===== config.mk =====
export PLATFORM = sky130hd
export DESIGN_NAME = fir_mac_seq
export DESIGN_NICKNAME = d
export VERILOG_FILES = /design/src/rtl/fir_mac_seq.sv
export SDC_FILE = /design/constraint.sdc
export NUM_CORES = 2
export LEC_CHECK = 0
export BUFFER_PORTS_ARGS = -buffer_cell sky130_fd_sc_hd__clkbuf_2
export CAP_MARGIN = 25
export CORE_ASPECT_RATIO = 1.4
export CORE_MARGIN = 2
export CORE_UTILIZATION = 30
export DETAILED_ROUTE_END_ITERATION = 8
export HOLD_SLACK_MARGIN = 0.03
export PLACE_DENSITY = 0.48
export SLEW_MARGIN = 15
export SYNTH_ARGS = -nofsm -noshare
export SYNTH_HDL_FRONTEND = slang
export SYNTH_SLANG_ARGS = --single-unit

===== constraint.sdc =====
create_clock -name clk -period 168.6 [get_ports clk]
set_input_delay 16.86 -clock clk [delete_from_list [all_inputs] [get_ports clk]]
set_output_delay 16.86 -clock clk [all_outputs]
set_load 0.02 [all_outputs]

===== src/rtl/fir_mac_seq.sv =====
// Time-multiplexed FIR: one sample in, TAPS multiplies issued to an external
// pipelined multiplier, products accumulated, then rounded and saturated to 24 bits.
module fir_mac_seq #(
  parameter int TAPS      = 32,
  parameter int MUL_LAT   = 4,
  parameter int COEF_FRAC = 34
) (
  input  logic                     clk,
  input  logic                     rst,
  input  logic signed [23:0]       din,
  input  logic                     din_valid,
  output logic                     din_ready,
  input  logic                     coef_we,
  input  logic [$clog2(TAPS)-1:0]  coef_addr,
  input  logic signed [34:0]       coef_wdata,
  output logic signed [23:0]       mul_a,
  output logic signed [34:0]       mul_b,
  input  logic signed [58:0]       mul_m,
  output logic signed [23:0]       dout,
  output logic                     dout_valid,
  output logic                     busy
);
  localparam int AW    = $clog2(TAPS);
  localparam int ACC_W = 59 + AW;
  localparam logic [AW-1:0] LAST = AW'(TAPS - 1);
  localparam logic signed [ACC_W-1:0] HALF = ACC_W'(1) << (COEF_FRAC - 1);
  localparam logic signed [ACC_W-1:0] YMAX = ACC_W'(8388607);
  localparam logic signed [ACC_W-1:0] YMIN = ACC_W'(-8388608);

  typedef enum logic [2:0] {IDLE, LOAD, MAC, DRAIN, OUT} state_t;
  state_t state;

  logic signed [23:0]      delay [TAPS];
  logic signed [34:0]      coef  [TAPS];
  logic [AW-1:0]           wr_ptr, tap, nxt, rd_idx;
  logic signed [23:0]      sample;
  logic signed [ACC_W-1:0] acc, acc_rnd, y_full, prod_ext;
  logic signed [23:0]      y_sat;
  logic [MUL_LAT:0]        vld_pipe;

  assign din_ready = (state == IDLE);
  assign busy      = ~din_ready;
  assign nxt       = tap + 1'b1;
  assign rd_idx    = wr_ptr - nxt;
  assign prod_ext  = {{AW{mul_m[58]}}, mul_m};

  // Round half toward +inf, then clamp to the Q1.23 range.
  assign acc_rnd = acc + HALF;
  assign y_full  = acc_rnd >>> COEF_FRAC;
  assign y_sat   = (y_full > YMAX) ? 24'sh7FFFFF :
                   (y_full < YMIN) ? 24'sh800000 : y_full[23:0];

  always_ff @(posedge clk or posedge rst) begin
    if (rst) begin
      state      <= IDLE;
      wr_ptr     <= '0;
      tap        <= '0;
      sample     <= '0;
      acc        <= '0;
      vld_pipe   <= '0;
      mul_a      <= '0;
      mul_b      <= '0;
      dout       <= '0;
      dout_valid <= 1'b0;
      for (int i = 0; i < TAPS; i++) begin
        delay[i] <= '0;
        coef[i]  <= '0;
      end
    end else begin
      dout_valid            <= 1'b0;
      vld_pipe[MUL_LAT:1]   <= vld_pipe[MUL_LAT-1:0];
      if (vld_pipe[MUL_LAT]) acc <= acc + prod_ext;
      if (coef_we && state == IDLE) coef[coef_addr] <= coef_wdata;
      case (state)
        IDLE: if (din_valid) begin
          sample <= din;
          state  <= LOAD;
        end
        // Tap 0 is issued straight from the capture register since the
        // delay-line write lands at the end of this same cycle.
        LOAD: begin
          delay[wr_ptr] <= sample;
          acc           <= '0;
          tap           <= '0;
          mul_a         <= sample;
          mul_b         <= coef[0];
          vld_pipe[0]   <= 1'b1;
          state         <= MAC;
        end
        MAC: if (tap == LAST) begin
          mul_a       <= '0;
          mul_b       <= '0;
          vld_pipe[0] <= 1'b0;
          state       <= DRAIN;
        end else begin
          mul_a <= delay[rd_idx];
          mul_b <= coef[nxt];
          tap   <= nxt;
        end
        DRAIN: if (vld_pipe[MUL_LAT-1:0] == '0) state <= OUT;
        OUT: begin
          dout       <= y_sat;
          dout_valid <= 1'b1;
          wr_ptr     <= wr_ptr + 1'b1;
          state      <= IDLE;
        end
        default: state <= IDLE;
      endcase
    end
  end
endmodule


; Word-level counts from Yosys, hierarchy flattened
; Cells that the tools add are included.
[word_totals]
reg_bits = 2078
input_bits = 127
out_inout_bits = 86
elab_cells = 142
[classes]
addsub = 5
n_lt_le_gt_ge = 8
n_eq_ne = 9
mux = 29
bitwise = 5
reduce_logical = 11
[ops]
columns = operator, n
row1 = bitwise mux 1120 bit, 1
row2 = bitwise mux 768 bit, 1
row3 = binary-select mux 35 bit (select 5 bit), 1
row4 = demux 35 bit (select 5 bit), 1
row5 = two-way mux 24 bit, 6
row6 = two-way mux 35 bit, 4
row7 = two-way mux 64 bit, 2
row8 = binary-select mux 24 bit (select 5 bit), 1
row9 = demux 24 bit (select 5 bit), 1
row10 = case mux 35 bit (2 select lines), 1
row11 = adder 64 x 35 -> 64 bit (second input constant), 1
row12 = adder 64 x 59 -> 64 bit, 1
row13 = case mux 24 bit (2 select lines), 1
row14 = greater-than comparator 30 x 24 -> 1 bit (second input constant), 1
row15 = less-than comparator 30 x 24 -> 1 bit (second input constant), 1
row16 = greater-or-equal comparator 6 bit (second input constant), 4
row17 = NOT 5 -> 6 bit, 4
row18 = less-than comparator 6 x 1 -> 1 bit (second input constant), 2
row19 = case mux 3 bit (4 select lines), 1
row20 = adder 5 x 1 -> 5 bit (second input constant), 2
row21 = case mux 5 bit (2 select lines), 1
row22 = two-way mux 3 bit, 3
row23 = inequality test 2 bit (second input constant), 4
row24 = equality test 3 x 2 -> 1 bit (second input constant), 2
row25 = 14 further kinds, 20

; Depth between registers and ports, before layout
[logic_depth]
word_depth = 8
depth_mapped = 14
ltp_nobuf = 11

; Worst setup path before layout
; OpenSTA, ideal clock, no wires.
[synth_path]
path_kind = input -> register
from = input mul_m[0]
to = register acc[60]
setup_ns = 0.126
arrival_ns = 19.361
required_ns = 168.474
path_slack_ns = 149.113
stages = 11
n_path_buf = 0
cell_sequence = ha_1 -> fa_1 -> a21o_1 -> a221oi_2 -> or3_1 -> o2111ai_2 -> o211ai_2 -> o41ai_4 -> a41oi_1 -> mux2i_1 -> a311o_1
[synth_between]
elab_chain_cells = 3
[synth_rtl]
columns = element, line_no
row1 = "start, declared", 18  ; input logic signed [58:0] mul_m,
row2 = adder 64 x 59 -> 64 bit, 72  ; if (vld_pipe[MUL_LAT]) acc <= acc + prod_ext;
row3 = two-way mux 64 bit, 72
row4 = two-way mux 64 bit, 74  ; case (state)
row5 = "end signal, assigned", 72
row6 = "end, declared", 37  ; logic signed [ACC_W-1:0] acc, acc_rnd, y_full, prod_ext;
; No other way between the ends. The select of a mux whose other input is x is not followed.
; A chain may end at the register's enable or synchronous reset.

==> flow_summary.json <==
{
  "pin_count": 213,
  "startpoint": "rst",
  "multi_input_area_sq_um": 43200,
  "grt_pass1_vias": 60200,
  "p_leak_nw": 53.2,
  "clk_path_buf_depth": 4,
  "maxSlewHeadroom": 0.246,
  "yosys_warnings": 0,
  "cts_tree": "done",
  "finalClockSkew_ps": 94.5,
  "dp_hpwl_mm": 158,
  "hp-class": "reg2reg",
  "htreeDepth": 4,
  "initial_core_util": 0.301,
  "mostFrequentLayoutCells": "dfrtp_1 (2,074), mux2_2 (1,912), mux4_2 (590)",
  "synth_edf_count": 0,
  "place_congestion": 0.799,
  "status": "finished, final reports clean",
  "final_net_count": 6523,
  "syn_inst": 6306,
  "ys_types": 84,
  "drive_gt1_frac": 0.512,
  "finalPower_w": 0.00154,
  "cts_resized": 0,
  "setup_viol": 0,
  "ir_drop_uv": 22.4,
  "seq_area_sq_um": 52000,
  "pre_cts_ws_ps": 144290,
  "finish.utilization": 0.344,
  "rr_startpoint": "tap[0]",
  "portBuffers": 212,
  "worst_slew_pin_slew_ps": 1130,
  "finalHoldViolCount": 0,
  "cp.arrival_ps": 23280,
  "areaGrowthSynthToFinish_pct": 14.3,
  "drt-vias-per-instance": 5.16,
  "ys_seq_area_frac": 0.536,
  "clkTransAtPathRegs_ps": 60,
  "fillers": 31200,
  "ant_nets": 0,
  "rsz0062_at_grt": "false",
  "cts_buffers": 224,
  "start_kind": "input pin",
  "drc": 0,
  "first_iter_violations": 2929,
  "syn_nets": 6509,
  "min_period_ps": 22230,
  "vias": 55300,
  "grtUsageTotal": 0.169,
  "wl_per_cell_um": 26.0,
  "crit_required_ps": 169650,
  "cts_setup_buffers": 0,
  "hold_start": "vld_pipe[3]",
  "die_w_um": 485,
  "crit_fanout": 99,
  "clock_latency_ps": 930,
  "critPathKind": "in2async",
  "grt_pass1_wl_mm": 418,
  "rows": 247,
  "drv_cap": 0,
  "fmax_ghz": 0.0450,
  "clock-root-buffer": "clkbuf_16",
  "die_h_um": 677,
  "synthArstFlopShare": 1.00,
  "grt_overflow_total": 0,
  "p_per_area_nw_per_um2": 13.9,
  "fp.dieArea_sq_um": 328000,
  "postCtsHoldBufs": 0,
  "min_period_over_period": 0.132,
  "ys_ff_latch": 2078,
  "synth_area_sq_um": 97000,
  "fin_ws_ps": 146370,
  "antenna_found_initial": 21,
  "finalSetupTns_ps": 0,
  "report.final.slew_viol_count": 0,
  "synthFlopType": "dfrtp_1",
  "avgSynthCellArea_sq_um": 15.4,
  "dr.pass1.iters": 4,
  "wirelength_mm": 279,
  "final_common_cell": "dfrtp_1",
  "end_kind": "async pin",
  "coreArea_sq_um": 323000,
  "cts.sinks": 2078,
  "grt_max_degree": 185
}
worst max-delay path, cell delays in order:
cell and delay (ps):
clkbuf_2 120, inv_8 480, buf_4 690, buf_4 810, buf_6 690, buf_4 480
buf_16 310, buf_4 570, buf_4 440, buf_16 300, buf_4 460, buf_4 430
buf_16 330
final timing paths:
check | to | slack, ps | cells past startpoint
min in group asynchronous | dout[8] | 16150 | 2
min reg2reg | vld_pipe[4] | 380 | 0
max in group clk | acc[60] | 149220 | 12
max | coef[1020] | 146370 | 13
max reg2reg | mul_a[9] | 162560 | 9
min | vld_pipe[4] | 380 | 0
report_power, final:
part	total [W]	internal (W)	switching (W)
clock	0.000499	0.000291	0.000208
combinational	0.000486	0.000188	0.000298
sequential	0.000560	0.000526	0.0000339
total	0.00154	0.00100	0.000540
stage by stage:
| stage | area [sq um] | cells | hold slack [ps] |
|---|---|---|---|
| 6_report | 111000 | 10700 | 376 |
| 5_1_grt | 111000 | 10700 | 391 |
| 3_5_place_dp | 103000 | 10300 | 365 |
| 4_1_cts | 110000 | 10700 | 378 |
| 3_3_place_gp | 103000 | 10300 | 363 |
| 2_1_floorplan | 97000 | 6306 | 354 |
logic make-up (layout without fill, tap and decap cells):
family                     after synthesis  count (layout)  share of synthesized area
muxes                                 2655            2655                      0.375
buffers and inverters                  604             786                     0.0240
AOI/OAI and AO/OA                      348             348                     0.0246
and+or+nand+nor                        470             470                     0.0239
adders and majority gates               76              76                    0.00996
xor gates and xnor gates                75              75                    0.00677
other                                    0               9                          0
DFF                                   2078            2078                      0.536
synthesized netlist by cell type (all sizes together) (63+ instances only):
| library cell | number | area share |
|---|---|---|
| dfrtp | 2078 | 0.54 |
| buf | 80 | 0.0037 |
| a21oi | 81 | 0.0043 |
| mux4 | 590 | 0.14 |
| mux2 | 1912 | 0.22 |
| nor2 | 112 | 0.0043 |
| nand3 | 74 | 0.0039 |
| nand2 | 146 | 0.0058 |
| o22ai | 63 | 0.0041 |
| mux2i | 153 | 0.016 |
| ha | 74 | 0.0095 |
| clkbuf | 492 | 0.019 |
layout make-up:
class	count	share of cell area
Antenna cell	9	0.000203
Clock buffer	339	0.0602
Clock inverter	55	0.00599
Inverter	32	0.00115
Multi-Input combinational cell	3624	0.390
Sequential cell	2078	0.469
Tap cell	4233	0.0478
Timing Repair Buffer	360	0.0253
metal layers:
layer  wire length [um]  global-route usage  part of all wire
met1             119000               0.215              0.42
met4               7460              0.0468             0.027
met5                117                   0           0.00042
met2             144000               0.301              0.52
met3               8750              0.0216             0.031
sequential cells by signal (all words and copies together), names as in the netlist:
register / count
delay: 768
vld_pipe: 5
mul_b: 35
acc: 64
dout_valid: 1
tap: 5
dout: 24
mul_a: 24
state: 3
wr_ptr: 5
coef: 1120
sample: 24
(Power assumes the default switching activity.)
